## src/rtl/tag_nios_sysid_pkg.sv

```systemverilog
// rtl/tag_nios_sysid_pkg.sv - shared types and constants for the sysid arbiter
package tag_nios_sysid_pkg;

  typedef enum logic [1:0] {
    IDLE    = 2'd0,
    CAPTURE = 2'd1,
    RESP    = 2'd2
  } state_t;

  localparam logic SYSID_ADDR_ID = 1'b0;
  localparam logic SYSID_ADDR_TS = 1'b1;
  localparam int   SYSID_DATA_W  = 32;

endpackage

```

## src/rtl/tag_nios_rr_arb2.sv

```systemverilog
// rtl/tag_nios_rr_arb2.sv - 2-way round-robin grant with last-grant pointer
module tag_nios_rr_arb2
  import tag_nios_sysid_pkg::*;
#(
  parameter logic INIT_LAST = 1'b1
) (
  input  logic       clock,
  input  logic       reset_n,
  input  logic [1:0] i_req,
  input  logic       i_update,
  output logic       o_valid,
  output logic       o_gnt
);

  logic r_last;
  logic w_gnt;

  // On a tie the master that did not win last time gets the slave.
  always_comb begin
    w_gnt = 1'b0;
    if (i_req == 2'b11) begin
      w_gnt = ~r_last;
    end else if (i_req[1]) begin
      w_gnt = 1'b1;
    end
  end

  always_ff @(posedge clock) begin
    if (!reset_n) begin
      r_last <= INIT_LAST;
    end else if (i_update && (|i_req)) begin
      r_last <= w_gnt;
    end
  end

  assign o_valid = |i_req;
  assign o_gnt   = w_gnt;

endmodule

```

## src/rtl/tag_nios_sysid_arbiter.sv

```systemverilog
// rtl/tag_nios_sysid_arbiter.sv - shares the sysid slave between two read-only masters
module tag_nios_sysid_arbiter
  import tag_nios_sysid_pkg::*;
#(
  parameter int   DATA_W    = SYSID_DATA_W,
  parameter logic INIT_LAST = 1'b1
) (
  input  logic              clock,
  input  logic              reset_n,
  input  logic              m0_read,
  input  logic              m0_address,
  output logic              m0_waitrequest,
  output logic [DATA_W-1:0] m0_readdata,
  output logic              m0_readdatavalid,
  input  logic              m1_read,
  input  logic              m1_address,
  output logic              m1_waitrequest,
  output logic [DATA_W-1:0] m1_readdata,
  output logic              m1_readdatavalid,
  output logic              s_address,
  input  logic [DATA_W-1:0] s_readdata,
  output logic              busy
);

  state_t            r_state;
  state_t            w_next;
  logic              r_gnt;
  logic              r_s_address;
  logic [DATA_W-1:0] r_m0_data;
  logic [DATA_W-1:0] r_m1_data;

  logic              w_idle;
  logic [1:0]        w_req;
  logic              w_arb_valid;
  logic              w_arb_gnt;
  logic              w_accept;

  assign w_idle   = (r_state == IDLE);
  assign w_req    = w_idle ? {m1_read, m0_read} : 2'b00;
  assign w_accept = w_idle & w_arb_valid;

  tag_nios_rr_arb2 #(
    .INIT_LAST (INIT_LAST)
  ) u_arb (
    .clock    (clock),
    .reset_n  (reset_n),
    .i_req    (w_req),
    .i_update (w_accept),
    .o_valid  (w_arb_valid),
    .o_gnt    (w_arb_gnt)
  );

  always_comb begin
    w_next = r_state;
    case (r_state)
      IDLE:    if (w_accept) w_next = CAPTURE;
      CAPTURE: w_next = RESP;
      RESP:    w_next = IDLE;
      default: w_next = IDLE;
    endcase
  end

  // Each master keeps its own response register so the other side's data never moves.
  always_ff @(posedge clock) begin
    if (!reset_n) begin
      r_state     <= IDLE;
      r_gnt       <= 1'b0;
      r_s_address <= 1'b0;
      r_m0_data   <= '0;
      r_m1_data   <= '0;
    end else begin
      r_state <= w_next;
      if (w_accept) begin
        r_gnt       <= w_arb_gnt;
        r_s_address <= w_arb_gnt ? m1_address : m0_address;
      end
      if (r_state == CAPTURE) begin
        if (r_gnt) begin
          r_m1_data <= s_readdata;
        end else begin
          r_m0_data <= s_readdata;
        end
      end
    end
  end

  assign m0_waitrequest   = ~(reset_n & w_accept & ~w_arb_gnt);
  assign m1_waitrequest   = ~(reset_n & w_accept &  w_arb_gnt);
  assign m0_readdatavalid = (r_state == RESP) & ~r_gnt;
  assign m1_readdatavalid = (r_state == RESP) &  r_gnt;
  assign m0_readdata      = r_m0_data;
  assign m1_readdata      = r_m1_data;
  assign s_address        = r_s_address;
  assign busy             = ~w_idle;

endmodule

```

## config.mk

```make
export PLATFORM = sky130hd
export DESIGN_NAME = tag_nios_sysid_arbiter
export DESIGN_NICKNAME = d
export VERILOG_FILES = /design/src/rtl/tag_nios_sysid_pkg.sv /design/src/rtl/tag_nios_rr_arb2.sv /design/src/rtl/tag_nios_sysid_arbiter.sv
export SDC_FILE = /design/constraint.sdc
export NUM_CORES = 1
export LEC_CHECK = 0
export BUFFER_PORTS_ARGS = -buffer_cell sky130_fd_sc_hd__buf_2
export CAP_MARGIN = 40
export CORE_MARGIN = 10
export CORE_UTILIZATION = 45
export CTS_CLUSTER_DIAMETER = 200
export CTS_CLUSTER_SIZE = 14
export DETAILED_ROUTE_END_ITERATION = 8
export PLACE_DENSITY = 0.75
export REMOVE_ABC_BUFFERS = 1
export SLEW_MARGIN = 20
export SYNTH_ARGS = -nofsm -noshare
export SYNTH_HDL_FRONTEND = slang
export SYNTH_SLANG_ARGS = --single-unit
```

## constraint.sdc

```tcl
create_clock -name clock -period 3.4 [get_ports clock]
set_input_delay 0 -clock clock [delete_from_list [all_inputs] [get_ports clock]]
set_output_delay 0 -clock clock [all_outputs]
set_load 0.005 [all_outputs]
```

==> qor.txt, run 1 <==
Outcome -> complete, no violations
Worst Skew -> 0.00722 ns
Worst slew margin -> 54.4%
# rows -> 27
Vias in the first global route -> 2547
Part of the Yosys area used for sequential elements -> 52.1%
Crit path max fanout -> 9
Register area -> 0.00138 mm^2
Mean Syn Cell Area -> 8.63 um^2
First-pass GRT wire length -> 12300 um
CP Capture Type -> flip-flop
Worst r2r src -> r_state[1]
Worst-skew pair later-pin latency -> 0.33 ns
Final period util -> 53.4%
Mux contribution to synthesized area -> 0%
Die area -> 0.00935 mm^2
DR vias -> 2515
Inst Count DP -> 470
Max-Cap Viols -> 0
Detailed placer's ending HPWL -> 5210 um
Die Width -> 96.7 um
H-Tree Level Count -> 3
CORE AREA -> 0.00561 mm^2
Setup violations, final -> 0
Yosys warning count -> 0
CP peak stage delay -> 0.55 ns
Worst hold slack -> 0.0473 ns
# IOs -> 108
Hold path start -> m0_read
Clk sink count -> 69
Worst-Margin Slew -> 0.683 ns
Final Net Count -> 482
Unique masters post-synth -> 26
CTS Buf Count -> 9
Largest net degree at the start of global routing -> 41
Simple-gate share of the synthesized area -> 21.8%
Antenna diodes -> 0
Multi-input gate area -> 0.00114 mm^2
Synth Area in Compound Gates -> 21.0%
FF+latch count, synth -> 69
CP startpoint -> r_state[1]
Initial Utilization -> 47.2%
Fin cells -> 521
Critical Path Source Type -> flip-flop
XOR/XNOR Fraction of Synth Area -> 0%
Post-Syn Area -> 0.00265 mm^2
Number of setup buffers added after CTS -> 0
Clock root buffer -> clkbuf_8
Detailed router's first-iteration violation count -> 115
GRT Total Usage -> 15.7%
GPL Wtd Cong -> 0.747
WS Path Type -> reg -> reg
Setup TNS -> 0 ns
Clk slew on worst S/H paths -> 0.07 ns
Worst setup margin -> 1.59 ns
Unrepaired setup endpoints after global routing -> false
Clock Tree Buf Depth -> 2
Post-Route WL -> 7680 um
Cells after Synth -> 307
Worst vdd rail ir drop -> 0.326 mV
Share of layout cells above drive strength 1 -> 28.7%
WL/cell -> 14.7 um
Global route overflow -> 0
DR vias/cell -> 4.83
Fillers -> 494
Max Slew Vio Count -> 0
Fmax -> 551 MHz
Die height -> 96.7 um
# DRC -> 0
CTS tree -> yes
Area growth from synthesis to layout -> 43.4%
Leakage -> 1.70 nW
Critical Path AT -> 2.03 ns
Largest family of logic cells by synthesized area -> simple AND/OR/NAND/NOR gates
Cell Pwr Density -> 470 mW/mm^2
Hold Crit Class -> in -> reg
Placement Setup Slack -> 1.67 ns
Final Hold Violating Endpoints -> 0
Crit-path cells -> nor2_1 -> o21ai_0 -> a32o_1 -> dlygate4sd3_1
Initial antenna violation count -> 0
Final min period -> 1.81 ns
Slowest stage cell on the critical path -> dlygate4sd3_1
Adder-Cell Fraction of Synth Area -> 0%
Post-route ant nets -> 0
IO Port Bufs -> 107
First drt pass iteration count -> 4
Critical path required time -> 3.61 ns
-- registers in the layout, summed over array words and instances (netlist names) --
name / flops
s_address: 1
m1_readdata: 32
r_state: 2
m0_readdata: 32
r_gnt: 1
u_arb.r_last: 1
-- power by group --
part	total [W]	internal, W	switching [W]	leakage (nW)
Clock	0.000689	0.000398	0.000291	0.106
Sequential	0.000866	0.000845	0.0000217	0.561
Combinational	0.000228	0.000118	0.000110	1.03
Total	0.00178	0.00136	0.000422	1.70
-- through the flow --
step,total power (W),instance area (um^2),util [%]
2_1_floorplan,0.000966,2520,-
3_3_place_gp,0.00106,3170,56.4
3_5_place_dp,0.00108,3240,57.7
4_1_cts,0.00181,3800,67.7
5_1_grt,0.00187,3800,67.7
6_report,0.00178,3800,67.7
-- routing by layer --
metal	vias up	routed length (um)	track usage, %
met5	-	0	0
li1	1268	-	-
met1	1142	3150	16.2
met2	91	3710	26.6
met4	0	144	8.00
met3	14	680	6.39
-- layout by cell type (no fill, tap or decap), drive strengths merged, types with 2 or more instances in the layout --
cell type	count
a21boi	66
and3b	3
buf	112
clkbuf	13
dfxtp	69
dlygate4sd3	35
nand2	130
nor3b	2
o21ai	2
-- logic make-up after synthesis --
| kind of cell | Yosys count |
|---|---|
| compound gates | 74 |
| buf+inv | 22 |
| flops | 69 |
| simple gates | 142 |
-- worst max-delay path, delay by kind of cell (launching register included) --
family	cells	cell delay, ns
buf+inv	1	0.55
flops	1	0.39
compound gates	2	0.39
simple gates	1	0.38
-- final cells by class --
type / count / area share, %
Clock buffer: 13 / 4.45
Tap cell: 72 / 2.37
Clock inverter: 3 / 1.12
Inverter: 1 / 0.0988
Sequential cell: 69 / 36.4
Multi-Input combinational cell: 216 / 30.0
Timing Repair Buffer: 147 / 25.6
-- cells in the mapped netlist --
| cell type | n | share of area, % |
|---|---|---|
| nand2_1 | 130 | 18 |
| dfxtp_1 | 69 | 52 |
| a21boi_1 | 35 | 9.9 |
| a21boi_0 | 31 | 8.8 |
| clkbuf_1 | 7 | 0.99 |
| buf_4 | 6 | 1.7 |
| buf_2 | 5 | 0.94 |
| and3b_1 | 3 | 0.99 |
| buf_6 | 3 | 1.3 |
| o21ai_0 | 2 | 0.38 |
| a21bo_2 | 1 | 0.38 |
| a21o_1 | 1 | 0.28 |
| a21oi_1 | 1 | 0.19 |
| a32o_1 | 1 | 0.38 |
| and2_1 | 1 | 0.24 |
| and3_1 | 1 | 0.24 |
| inv_1 | 1 | 0.14 |
| nand2b_1 | 1 | 0.24 |
| nand3b_1 | 1 | 0.28 |
| nor2_1 | 1 | 0.14 |
| nor3_1 | 1 | 0.19 |
| nor3b_1 | 1 | 0.28 |
| nor3b_2 | 1 | 0.47 |
| o211a_1 | 1 | 0.38 |
| o21a_1 | 1 | 0.28 |
| or3b_1 | 1 | 0.33 |
-- repair_timing --
item                                    4_1_cts  5_1_grt
resized for setup                             0        0
hold buffers                                 35        0
endpoints found under the hold margin        66        0
endpoints found under the setup margin        0        0
-- worst paths after layout --
check / endpoint / slack (ns) / cells after the start
max: s_address / 1.59 / 4
min: r_state[0] / 0.05 / 2
min reg2reg: m0_readdata[20] / 0.45 / 2
max reg2reg: s_address / 1.59 / 4
Power figures use the tool's default switching activity.
==> run 2: changes to the inputs <==
--- a/config.mk
+++ b/config.mk
@@ -5,14 +5,15 @@
 export SDC_FILE = /design/constraint.sdc
 export NUM_CORES = 1
 export LEC_CHECK = 0
+export ABC_AREA = 1
 export BUFFER_PORTS_ARGS = -buffer_cell sky130_fd_sc_hd__buf_2
 export CAP_MARGIN = 40
 export CORE_MARGIN = 10
-export CORE_UTILIZATION = 45
+export CORE_UTILIZATION = 42
 export CTS_CLUSTER_DIAMETER = 200
 export CTS_CLUSTER_SIZE = 14
 export DETAILED_ROUTE_END_ITERATION = 8
-export PLACE_DENSITY = 0.75
+export PLACE_DENSITY = 0.74
 export REMOVE_ABC_BUFFERS = 1
 export SLEW_MARGIN = 20
 export SYNTH_ARGS = -nofsm -noshare
==> constraint.sdc (replaced) <==
create_clock -name clock -period 1.6 [get_ports clock]
set_input_delay 0 -clock clock [delete_from_list [all_inputs] [get_ports clock]]
set_output_delay 0 -clock clock [all_outputs]
set_load 0.005 [all_outputs]
==> run 2 against run 1 <==
  * Worst setup slack got worse by 1.4 ns
  * Largest cell class unchanged
  * Clock power rose by 150%
  * Sequential power increased by 120%
  * Sequential share of layout area is 0.90 points higher
  * Cell count grew 2.3%
  * Wire length fell by 9.5%
  * Critical path depth increased by 1
  * Via count is 4.1% lower
==> qor.txt, run 2 <==
Outcome -> complete, no violations (unchanged)
Combinational Power Share -> 13.2% (was 12.8%)
Global route overflow -> 0 (unchanged)
Worst-Margin Slew -> 0.382 ns (was 0.683 ns)
Simple-gate share of the synthesized area -> 4.49% (was 21.8%)
Setup violations, final -> 0 (unchanged)
Critical Path Source Type -> flip-flop (unchanged)
Unique masters post-synth -> 18 (was 26)
Post-route ant nets -> 0 (unchanged)
Switching Fraction -> 23.3% (was 23.7%)
Area growth from synthesis to layout -> 44.4% (was 43.4%)
Clock power frac -> 40.9% (was 38.6%)
Post-Route WL -> 6960 um (was 7680 um)
Int Pwr -> 0.00318 W (was 0.00136 W)
Fin area -> 0.00371 mm^2 (was 0.00380 mm^2)
Leakage -> 1.70 nW (about the same)
# rows -> 28 (was 27)
CTS tree -> yes (unchanged)
CTS-repair resized insts -> 0 (unchanged)
Crit-path cells -> nor2_4 -> o21ai_2 -> nor2_1 -> nand2_1 -> buf_2 (was nor2_1 -> o21ai_0 -> a32o_1 -> dlygate4sd3_1)
Clk slew on worst S/H paths -> 0.07 ns (about the same)
Crit path max fanout -> 6 (was 9)
Antenna diodes -> 0 (unchanged)
Slowest stage cell on the critical path -> dfxtp_1 (was dlygate4sd3_1)
Area leader, netlist -> dfxtp_1 (unchanged)
Asr flop ratio synth -> 0% (unchanged)
# IOs -> 108 (unchanged)
Largest family of logic cells by synthesized area -> compound AO/OA/AOI/OAI gates (was simple AND/OR/NAND/NOR gates)
Vias in the first global route -> 2369 (was 2547)
Fmax -> 709 MHz
Cells after Synth -> 313 (was 307)
Clock Tree Buf Depth -> 2 (unchanged)
Detailed placer's ending HPWL -> 4840 um (was 5210 um)
Clk sink count -> 69 (unchanged)
Fillers -> 531 (was 494)
IO Port Bufs -> 107 (unchanged)
Worst-skew pair later-pin latency -> 0.33 ns (about the same)
Worst vdd rail ir drop -> 0.577 mV (was 0.326 mV)
Setup TNS -> 0 ns (unchanged)
Part of the Yosys area used for sequential elements -> 53.8% (was 52.1%)
Worst Skew -> 0.00813 ns (was 0.00722 ns)
Final min period -> 1.41 ns
CTS Buf Count -> 9 (unchanged)
Worst slew margin -> 74.5% (was 54.4%)
Final Core Density -> 62.6% (was 67.7%)
Critical path required time -> 1.60 ns (was 3.61 ns)
Adder-Cell Fraction of Synth Area -> 0% (unchanged)
WS Path Type -> reg -> out (was reg -> reg)
Die Width -> 98.2 um (was 96.7 um)
Die height -> 98.2 um (was 96.7 um)
Final Hold Violating Endpoints -> 0 (unchanged)
Post-Syn Area -> 0.00257 mm^2 (was 0.00265 mm^2)
DR vias/cell -> 4.52 (was 4.83)
Most common cell after layout, fill and taps aside -> buf_2 (was nand2_1)
Critical Path AT -> 1.41 ns (was 2.03 ns)
CP startpoint -> r_state[0] (was r_state[1])
Reg2Reg Setup Slack -> 0.27 ns (was 1.59 ns)
Synth top area share -> 53.8% (was 52.1%)
First drt pass iteration count -> 4 (unchanged)
Pwr Total -> 0.00414 W (was 0.00178 W)
Largest cells by area after synthesis -> dfxtp_1 (54%), a21oi_1 (13%), inv_1 (10%) (was dfxtp_1 (52%), nand2_1 (18%), a21boi_1 (9.9%))
FF+latch count, synth -> 69 (unchanged)
Number of setup buffers added after CTS -> 0 (unchanged)
Seq pwr share -> 45.9% (was 48.6%)
Cell Pwr Density -> 1120 mW/mm^2 (was 470 mW/mm^2)
DR vias -> 2411 (was 2515)
Synth Area in Compound Gates -> 26.0% (was 21.0%)
Post-synth top cells -> inv_1 (70), dfxtp_1 (69), a21oi_1 (66) (was nand2_1 (130), dfxtp_1 (69), a21boi_1 (35))
Largest net degree at the start of global routing -> 41 (unchanged)
Worst hold slack -> 0.0332 ns (was 0.0473 ns)
Psw -> 0.000964 W (was 0.000422 W)
Commonest non-fill, non-tap cells in the layout -> buf_2 (107), inv_1 (70), dfxtp_1 (69) (was nand2_1 (130), buf_2 (107), dfxtp_1 (69))
H-Tree Level Count -> 3 (unchanged)
Die area -> 0.00964 mm^2 (was 0.00935 mm^2)
Hold Crit Class -> in -> reg (unchanged)
Mux contribution to synthesized area -> 0% (unchanged)
Share of layout cells above drive strength 1 -> 29.3% (was 28.7%)
WL/cell -> 13.1 um (was 14.7 um)
First-pass GRT wire length -> 11500 um (was 12300 um)
Initial antenna violation count -> 0 (unchanged)
CP peak stage delay -> 0.42 ns (was 0.55 ns)
Max Slew Vio Count -> 0 (unchanged)
Worst r2r src -> r_state[0] (was r_state[1])
XOR/XNOR Fraction of Synth Area -> 0% (unchanged)
Post-synth EDFFs -> 0 (unchanged)
Final Net Count -> 491 (was 482)
Initial Utilization -> 43.3% (was 47.2%)
Post-DP Area -> 0.00312 mm^2 (was 0.00324 mm^2)
GPL Wtd Cong -> 0.774 (was 0.747)
Max-Cap Viols -> 0 (unchanged)
Final period util -> 88.2%
# DRC -> 0 (unchanged)
Unrepaired setup endpoints after global routing -> false (unchanged)
CORE AREA -> 0.00592 mm^2 (was 0.00561 mm^2)
GRT Total Usage -> 13.9% (was 15.7%)
Detailed router's first-iteration violation count -> 59 (was 115)
Count leader, synth -> inv_1 (was nand2_1)
Hold_buf cts -> 35 (unchanged)
CP bufs+invs -> 1 (unchanged)
Clock root buffer -> clkbuf_8 (unchanged)
Yosys warning count -> 0 (unchanged)
Hold path start -> m1_read (was m0_read)
Mean Syn Cell Area -> 8.20 um^2 (was 8.63 um^2)
Synth Flop Type -> dfxtp_1 (unchanged)
CP Capture Type -> primary output (was flip-flop)
Critical path's top delay family -> simple AND/OR/NAND/NOR gates (was buffers and inverters)
-- run 2: changes by cell type after synthesis, moves of 30 or more --
cell / previous run / this run
nand2_1: 130 / 11
inv_1: 1 / 70
a21oi_1: 1 / 66
o21ai_1: 0 / 48
a21boi_1: 35 / 0
a21boi_0: 31 / 1
-- run 2: cell type report --
| class | count | area (um^2) | share of cell area [%] |
|---|---|---|---|
| clock inverters | 4 | 95.1 | 2.57 |
| clock buffers | 12 | 145 | 3.92 |
| inverters | 72 | 270 | 7.29 |
| well taps | 75 | 93.8 | 2.53 |
| repair buffers | 149 | 938 | 25.3 |
| multi-input cells | 152 | 782 | 21.1 |
| flip-flops and latches | 69 | 1380 | 37.3 |
-- run 2: worst register-to-register path, delay by kind of cell (launching register included) --
family	cells	cell delay [ns]
AO/OA/AOI/OAI	2	0.31
buffers and inverters	1	0.25
flip-flops	1	0.54
AND/OR/NAND/NOR	1	0.10
-- run 2: worst paths after layout --
check                                        to  cells past startpoint
worst max register to register  m1_readdata[19]                      4
worst min-delay path                  s_address                      4
worst max-delay path             m1_waitrequest                      5
worst min register to register  m1_readdata[13]                      2
-- run 2: stage by stage --
step                instances  setup slack (ns)
floorplan                 293             0.205
global placement          482             0.366
detailed placement        482             0.301
CTS                       533             0.160
global route              533            0.0727
finish                    533             0.189
-- run 2: cell families after synthesis --
group	after synthesis
AOI/OAI and AO/OA	132
buffers and inverters	92
DFF	69
and+or+nand+nor	20
-- run 2: per-layer routing --
layer / up-vias / wire [um] / track usage [%]
met5: - / 0 / 0
met4: 0 / 74 / 4.63
met3: 8 / 519 / 4.86
met2: 79 / 3310 / 23.4
met1: 1044 / 3060 / 16.1
li1: 1280 / - / -
-- run 2: power by group through the flow --
stage	registers (W)	clock network, W	logic (W)
3_3_place_gp	0.00194	0	0.000473
4_1_cts	0.00190	0.00174	0.000554
6_report	0.00190	0.00169	0.000547
2_1_floorplan	0.00195	0	0.000210
3_5_place_dp	0.00194	0	0.000487
5_1_grt	0.00192	0.00181	0.000621
